--- src/rtl/uart_loader.sv ---
// uart_loader: serial program loader for the ARM16 RAM.
//   Receives 8N1 UART bytes on rx. The first two bytes are a little-endian
//   16-bit word count N. They are followed by N words, each sent low byte
//   first. The words are written to RAM from address 0 upward.
// Ports:
//   clk        system clock; all logic runs on its rising edge
//   reset      synchronous, active-high reset
//   rx         asynchronous serial input; idles high
//   ram_addr   RAM write address (wraps modulo 2^ADDR_WIDTH)
//   ram_data   RAM write data
//   ram_we     RAM write strobe, one cycle per word
//   busy       high while a load is in progress; holds off core fetch
//   done       one-cycle pulse when a load completes
//   frame_err  sticky flag; set when a stop bit is sampled low
module uart_loader #(
    parameter int CLK_HZ     = 50000000,
    parameter int BAUD       = 115200,
    parameter int ADDR_WIDTH = 8
) (
    input  logic                  clk,
    input  logic                  reset,
    input  logic                  rx,
    output logic [ADDR_WIDTH-1:0] ram_addr,
    output logic [15:0]           ram_data,
    output logic                  ram_we,
    output logic                  busy,
    output logic                  done,
    output logic                  frame_err
);
    localparam int DIV = CLK_HZ / BAUD;
    localparam int CW  = $clog2(DIV + 1);
    localparam logic [CW-1:0] DIV_C  = CW'(DIV);
    localparam logic [CW-1:0] HALF_C = CW'(DIV / 2);

    typedef enum logic [1:0] {R_IDLE, R_START, R_DATA, R_STOP} r_state_e;
    typedef enum logic [2:0] {L_LEN_LO, L_LEN_HI, L_DAT_LO, L_DAT_HI, L_WR} l_state_e;

    // ---------------- synchronizer ----------------
    logic rx_m_q, rx_s_q;
    always_ff @(posedge clk) begin
        if (reset) begin
            rx_m_q <= 1'b1;
            rx_s_q <= 1'b1;
        end else begin
            rx_m_q <= rx;
            rx_s_q <= rx_m_q;
        end
    end

    // ---------------- receiver ----------------
    r_state_e       r_state_q, r_state_d;
    logic [CW-1:0]  cnt_q, cnt_d;
    logic [2:0]     bit_q, bit_d;
    logic [7:0]     shreg_q, shreg_d;
    logic           ferr_q, ferr_d;
    logic           byte_valid, byte_err;
    logic           expire;

    // The counter is loaded with the number of cycles to wait; the sample
    // is taken in the cycle where it reads 1.
    assign expire = (cnt_q == CW'(1));

    always_comb begin
        r_state_d  = r_state_q;
        cnt_d      = cnt_q;
        bit_d      = bit_q;
        shreg_d    = shreg_q;
        byte_valid = 1'b0;
        byte_err   = 1'b0;
        if (r_state_q != R_IDLE && !expire) cnt_d = cnt_q - CW'(1);
        case (r_state_q)
            R_IDLE: if (!rx_s_q) begin
                r_state_d = R_START;
                cnt_d     = HALF_C;
            end
            R_START: if (expire) begin
                if (rx_s_q) begin
                    r_state_d = R_IDLE;      // glitch, not a real start bit
                end else begin
                    r_state_d = R_DATA;
                    cnt_d     = DIV_C;
                    bit_d     = 3'd0;
                end
            end
            R_DATA: if (expire) begin
                shreg_d = {rx_s_q, shreg_q[7:1]};
                cnt_d   = DIV_C;
                bit_d   = bit_q + 3'd1;
                if (bit_q == 3'd7) r_state_d = R_STOP;
            end
            R_STOP: if (expire) begin
                byte_valid = rx_s_q;
                byte_err   = !rx_s_q;
                r_state_d  = R_IDLE;
            end
            default: r_state_d = R_IDLE;
        endcase
        ferr_d = ferr_q | byte_err;
    end

    always_ff @(posedge clk) begin
        if (reset) begin
            r_state_q <= R_IDLE;
            cnt_q     <= '0;
            bit_q     <= '0;
            shreg_q   <= '0;
            ferr_q    <= 1'b0;
        end else begin
            r_state_q <= r_state_d;
            cnt_q     <= cnt_d;
            bit_q     <= bit_d;
            shreg_q   <= shreg_d;
            ferr_q    <= ferr_d;
        end
    end

    // ---------------- loader ----------------
    l_state_e              l_state_q, l_state_d;
    logic [7:0]            len_lo_q, len_lo_d, lo_q, lo_d;
    logic [15:0]           rem_q, rem_d, data_q, data_d;
    logic [ADDR_WIDTH-1:0] addr_q, addr_d;
    logic                  we_q, we_d, busy_q, busy_d, done_q, done_d;

    always_comb begin
        l_state_d = l_state_q;
        len_lo_d  = len_lo_q;
        lo_d      = lo_q;
        rem_d     = rem_q;
        addr_d    = addr_q;
        data_d    = data_q;
        we_d      = 1'b0;
        busy_d    = busy_q;
        done_d    = 1'b0;
        if (byte_err) begin
            // Bad frame: drop the load; words already written stay in RAM.
            l_state_d = L_LEN_LO;
            busy_d    = 1'b0;
        end else begin
            case (l_state_q)
                L_LEN_LO: if (byte_valid) begin
                    len_lo_d  = shreg_q;
                    l_state_d = L_LEN_HI;
                end
                L_LEN_HI: if (byte_valid) begin
                    if ({shreg_q, len_lo_q} == 16'd0) begin
                        done_d    = 1'b1;
                        l_state_d = L_LEN_LO;
                    end else begin
                        rem_d     = {shreg_q, len_lo_q};
                        addr_d    = '0;
                        busy_d    = 1'b1;
                        l_state_d = L_DAT_LO;
                    end
                end
                L_DAT_LO: if (byte_valid) begin
                    lo_d      = shreg_q;
                    l_state_d = L_DAT_HI;
                end
                L_DAT_HI: if (byte_valid) begin
                    we_d      = 1'b1;
                    data_d    = {shreg_q, lo_q};
                    l_state_d = L_WR;
                end
                // Write cycle: ram_we is high now; advance on the edge
                // where it falls, so done never overlaps ram_we.
                L_WR: begin
                    addr_d = addr_q + ADDR_WIDTH'(1);
                    rem_d  = rem_q - 16'd1;
                    if (rem_q == 16'd1) begin
                        busy_d    = 1'b0;
                        done_d    = 1'b1;
                        l_state_d = L_LEN_LO;
                    end else begin
                        l_state_d = L_DAT_LO;
                    end
                end
                default: l_state_d = L_LEN_LO;
            endcase
        end
    end

    always_ff @(posedge clk) begin
        if (reset) begin
            l_state_q <= L_LEN_LO;
            len_lo_q  <= '0;
            lo_q      <= '0;
            rem_q     <= '0;
            addr_q    <= '0;
            data_q    <= '0;
            we_q      <= 1'b0;
            busy_q    <= 1'b0;
            done_q    <= 1'b0;
        end else begin
            l_state_q <= l_state_d;
            len_lo_q  <= len_lo_d;
            lo_q      <= lo_d;
            rem_q     <= rem_d;
            addr_q    <= addr_d;
            data_q    <= data_d;
            we_q      <= we_d;
            busy_q    <= busy_d;
            done_q    <= done_d;
        end
    end

    assign ram_addr  = addr_q;
    assign ram_data  = data_q;
    assign ram_we    = we_q;
    assign busy      = busy_q;
    assign done      = done_q;
    assign frame_err = ferr_q;
endmodule

--- config.mk ---
export PLATFORM = sky130hd
export DESIGN_NAME = uart_loader
export DESIGN_NICKNAME = d
export VERILOG_FILES = /design/src/rtl/uart_loader.sv
export SDC_FILE = /design/constraint.sdc
export NUM_CORES = 1
export LEC_CHECK = 0
export BUFFER_PORTS_ARGS = -buffer_cell sky130_fd_sc_hd__clkbuf_2
export CAP_MARGIN = 20
export CORE_MARGIN = 2
export CORE_UTILIZATION = 54
export CTS_CLUSTER_DIAMETER = 200
export DETAILED_ROUTE_END_ITERATION = 6
export GPL_ROUTABILITY_DRIVEN = 0
export PLACE_DENSITY = 0.73
export SYNTH_ARGS = -nofsm -noshare
export SYNTH_HDL_FRONTEND = slang
export SYNTH_SLANG_ARGS = --single-unit
--- constraint.sdc ---
create_clock -name clk -period 4.3 [get_ports clk]
set_clock_uncertainty 0.05 [all_clocks]
set_input_delay 0.43 -clock clk [delete_from_list [all_inputs] [get_ports clk]]
set_output_delay 0.43 -clock clk [all_outputs]
set_load 0.005 [all_outputs]
== After elaboration in Yosys (flattened, before gate mapping) ==
Index checks and enable logic that the tools add are counted.
Word-level totals
  register bits: 87
  bits in latches: 0
  RAM bits: 0
  ROM bits: 0
  output and inout port bits: 28
  word-level logic and storage cells: 108
  memories: 0
Operators by class
  $add $sub $neg: 4
  multiply operators: 0
  divide/modulo/power cells: 0
  magnitude comparators: 0
  equal/unequal tests: 22
  shifts and indexed selects: 0
  multiplexer cells: 43
  bitwise operators: 3
  reductions and logical operators: 20
Operator list (count)
  9-bit two-way mux: 5
  16-bit two-way mux: 2
  16-bit one-hot mux with 2 select lines: 1
  9-bit one-hot mux with 3 select lines: 1
  2-bit != test (second input constant): 12
  3-bit two-way mux: 7
  16-bit by 1-bit == test with 1-bit output (second input constant): 1
  16-bit logical NOT: 1
  2-bit two-way mux: 8
  8-bit two-way mux: 2
  8-bit one-hot mux with 2 select lines: 1
  4-bit AND reduction: 4
  16-bit by 1-bit subtractor with 16-bit output (second input constant): 1
  3-bit one-hot mux with 5 select lines: 1
  1-bit two-way mux: 11
  9-bit by 1-bit == test with 1-bit output (second input constant): 1
  3-bit AND reduction: 3
  9-bit by 1-bit subtractor with 9-bit output (second input constant): 1
  8-bit by 1-bit adder with 8-bit output (second input constant): 1
  2-bit one-hot mux with 4 select lines: 1
  3-bit by 2-bit == test with 1-bit output (second input constant): 2
  3-bit == test (second input constant): 2
  3-bit one-hot mux with 2 select lines: 1
  2-bit nonzero test: 3
  15 further kinds: 19

== Depth between registers and ports, before layout ==
  word-level depth: 7
  gate-level depth with buffers: 9
  depth with buffers taken out: 7

== Least setup slack after synthesis ==
Ideal clock, no wire load.
  path kind: register -> register
  start point: register cnt_q[1]
  end point: register data_q[10], in the netlist ram_data[10]
  arrival: 1.996 ns
  required time: 4.118 ns
  slack: 2.122 ns
  cell stages (with the launch flop): 10
  buffers on the path: 2
  clock period less this slack: 2.178 ns
  cell sequence: dfxtp_1 > inv_1 > ha_1 > nor4b_4 > nand4_4 > or4_1 > buf_2 > buf_6 > nand2_1 > a21oi_1
Between the ends
  cells in the longest elaborated chain, start to end: 5
Ends and longest elaborated chain
  start: declaration: line 52  | logic [CW-1:0] cnt_q, cnt_d;
  start signal: assignment: line 110  | cnt_q <= cnt_d;
  9-bit by 1-bit == test with 1-bit output (*): line 61  | assign expire = (cnt_q == CW'(1));
  1-bit two-way mux: line 91  | R_STOP: if (expire) begin
  1-bit two-way mux: line 71  | case (r_state_q)
  1-bit inverter (no source line)
  3-bit AND reduction (no source line) (*)
  end signal: assignment: line 199  | data_q <= data_d;
  end: declaration: line 120  | logic [15:0] rem_q, rem_d, data_q, data_d;
Every way passes the cells marked *; elsewhere a longest branch is shown, timed or not.
A chain may end at the register's enable or synchronous reset.

== Final worst setup path ==
  start point: register cnt_q[1]
  end point: register shreg_q[5]
Between the ends
  cells in the longest elaborated chain, start to end: 2
Ends and longest elaborated chain
  9-bit by 1-bit == test with 1-bit output: line 61
  2-bit AND reduction (no source line)
  end signal: assignment: line 112  | shreg_q <= shreg_d;
  end: declaration: line 54  | logic [7:0] shreg_q, shreg_d;
No other way between the ends.

==> results.md <==
* Clock power frac at 38.5%
* Switch share at between 20% and 30%
* CTS tree: built
* Cell Area, Placed at 0.00444 sq mm
* Design area at 0.00463 sq mm
* Crit Path Class: flip-flop to flip-flop
* CTS Hold Bufs at 0
* Synthesized flop and latch total at 87
* ANT nets after route at 0
* Root Buffer: clkbuf_8
* Max-cap violations at 0
* Via count at 3792
* Synthesized area per cell at between 8 and 9 sq um
* R2R setup slack at 1500 ps
* Dpl ws at ~1600 ps
* Worst setup SP type: flip-flop
* RSZ-0062 raised after global routing: false
* Worst IR drop on VDD at between 150 and 200 uV
* Area Growth Syn to Fin at 8.34%
* Synth Flop Type: dfxtp_1
* Final-report setup violation count at 0
* Slew HR at between 20% and 30%
* Worst-Margin Slew at 1060 ps
* Final WL at ~10 mm
* Num ports at 31
* Drt first pass iters at 5
* Leading cell type by number of instances after synthesis: dfxtp_1
* Worst-skew pair later-pin latency at around 370 ps
* Initial antenna violation count at 0
* Core Area at about 0.0077 sq mm
* Reg power frac at a little under three fifths
* Fmax at 0.357 GHz
* H-tree depth at 3
* LEAKAGE at ~1.6 nW
* Sequential element share of the synthesized area at roughly 41%
* Global-route met2 utilization at between 30% and 40%
* Psw at between 0.0004 and 0.0005 W
* Crit end category: flip-flop
* Crit path max fanout at 13
* Synth area leaders: dfxtp_1 (41%), nand2_1 (6.3%), a21oi_1 (6.2%)
* Worst Path Arrival at approximately 3000 ps
* Synth cell types at between 60 and 70
* Layout cells sized above 1 at roughly 14%
* Total GRT Usage at between 20% and 30%
* Setup_tns at 0 ps
* Vias in the first global route at 3413
* Met1 GRT Util at about a third
* Antenna Cells at 0
* Final min period at about 2800 ps
* Setup bufs post-CTS at 0
* Sink Count at 87
* Post-synthesis async set-or-reset flop share at 0%
* Status: completed
* Clk pin slew, worst setup/hold paths at about 100 ps
* Post-DP HPWL at around 6.8 mm
* GRT overflow at 0
* YS warnings at 0
* Most area-hungry cell type in the Yosys netlist: dfxtp_1
* Initial Util at ~56%
* Post-synth top cells: dfxtp_1 (87), nand2_1 (72), a21oi_1 (53)
* Final core utilization at around 60%
* GR peak layer: met2
* Iteration-0 DRC Markers at 295
* Number of synthesized flops with an enable pin at 0
* Wirelength per Cell at between 15 and 20 um
* CTS resizes at 0
* Top-area cell type share of the netlist area at approximately two fifths
* Num CTS Buffers at 9
* Vias/cell at ~6
* GR Util met3 at roughly 4.3%
* Die area at around 0.0086 sq mm
* Cells after Synth at 508
* Hold Path Class: primary input to flip-flop
* Synthesized Nets at approximately 520
* Required time worst endpoint at between 4000 and 5000 ps
* Die extent in x at slightly above 90 um
* Slew Limit Fails at 0
* Final Cycle Share at 65.1%
* Final hold slack at a little under 200 ps
* Clock Path Buffers at 2
* Internal power at 0.00108 W
* Nets@finish at 530
* Global-route wire length before repair at between 15 and 20 mm
* Height of the die at around 93 um
* DRC viols at 0
* Largest net degree at the start of global routing at 75
* Rows at 32
* Mapped Area at roughly 0.0043 sq mm
* Final Hold Violating Endpoints at 0
* Combinational power share at 5.9%
* Pwr/cell area at between 300 and 400 mW/mm^2
* IO Port Bufs at 30
* Setup ws final at approximately 1500 ps
stage by stage:
step / std cells / power (W)
2_1_floorplan: 508 / 0.000918
3_3_place_gp: 611 / 0.000932
3_5_place_dp: 611 / 0.000935
4_1_cts: 627 / 0.00150
5_1_grt: 627 / 0.00155
6_report: 627 / 0.00149
power by group through the flow:
stage	clock [W]	sequential (W)	combinational (W)
floorplan	0	0.000843	0.0000748
global placement	0	0.000848	0.0000841
detailed placement	0	0.000848	0.0000865
CTS	0.000583	0.000830	0.0000868
global route	0.000618	0.000832	0.0000968
finish	0.000575	0.000830	0.0000875
area by class of cell:
type | instances | area [sq um]
tap | 102 | 128
clock buffer | 9 | 124
clock inverter | 7 | 75.1
fill | 713 | 3050
inverter | 10 | 37.5
sequential | 87 | 1740
timing repair buffer | 33 | 173
multi-input combinational | 379 | 2360
routing by layer:
layer,part of all wire [%],routed length [um]
met4,2.3,230
met2,45,4530
met1,46,4630
met5,0,0
met3,6.4,646
cells in the final DEF (no fill, tap or decap), types with 5 or more instances in the layout:
cell type / instances
a22oi_1: 5
a31oi_1: 6
or2_2: 5
nor4_1: 11
o311ai_0: 10
mux2i_1: 19
xnor2_1: 6
o21ai_0: 14
nand2_1: 72
nand4_1: 6
clkbuf_8: 9
clkbuf_2: 30
o31ai_1: 13
ha_1: 7
a21oi_1: 53
nor3_1: 17
or4_1: 6
dfxtp_1: 87
nand3_1: 13
nand2b_1: 7
and3_1: 5
inv_1: 9
nor2_1: 48
cells by family after synthesis:
family / count (synthesis) / share of synthesized area, %
simple gates: 216 / 27.0
mux: 23 / 5.82
xor+xnor: 7 / 1.43
fa+ha+maj: 7 / 2.05
compound gates: 126 / 18.8
flops: 87 / 40.7
buf+inv: 42 / 4.21
final timing paths:
check | from | to | cells past startpoint
worst min-delay path | rx | rx_m_q | 2
worst min register to register | rx_m_q | rx_s_q | 1
worst max register to register | cnt_q[1] | shreg_q[5] | 7
worst max-delay path | cnt_q[1] | shreg_q[5] | 7
state kept, by name, indices dropped and copies added (netlist names), 3 cells and up, named ones only:
register and count:
bit_q 3, cnt_q 9, l_state_q 3, len_lo_q 8, lo_q 8, ram_addr 8
ram_data 16, rem_q 16, shreg_q 8
critical path, stage by stage, from the launching register on:
cell and delay, ps:
dfxtp_1 340, inv_1 120, ha_1 250, or4b_2 650
nor2_1 620, and3_1 460, nand2_1 110, a21oi_1 140
Power figures use the tool's default switching activity.
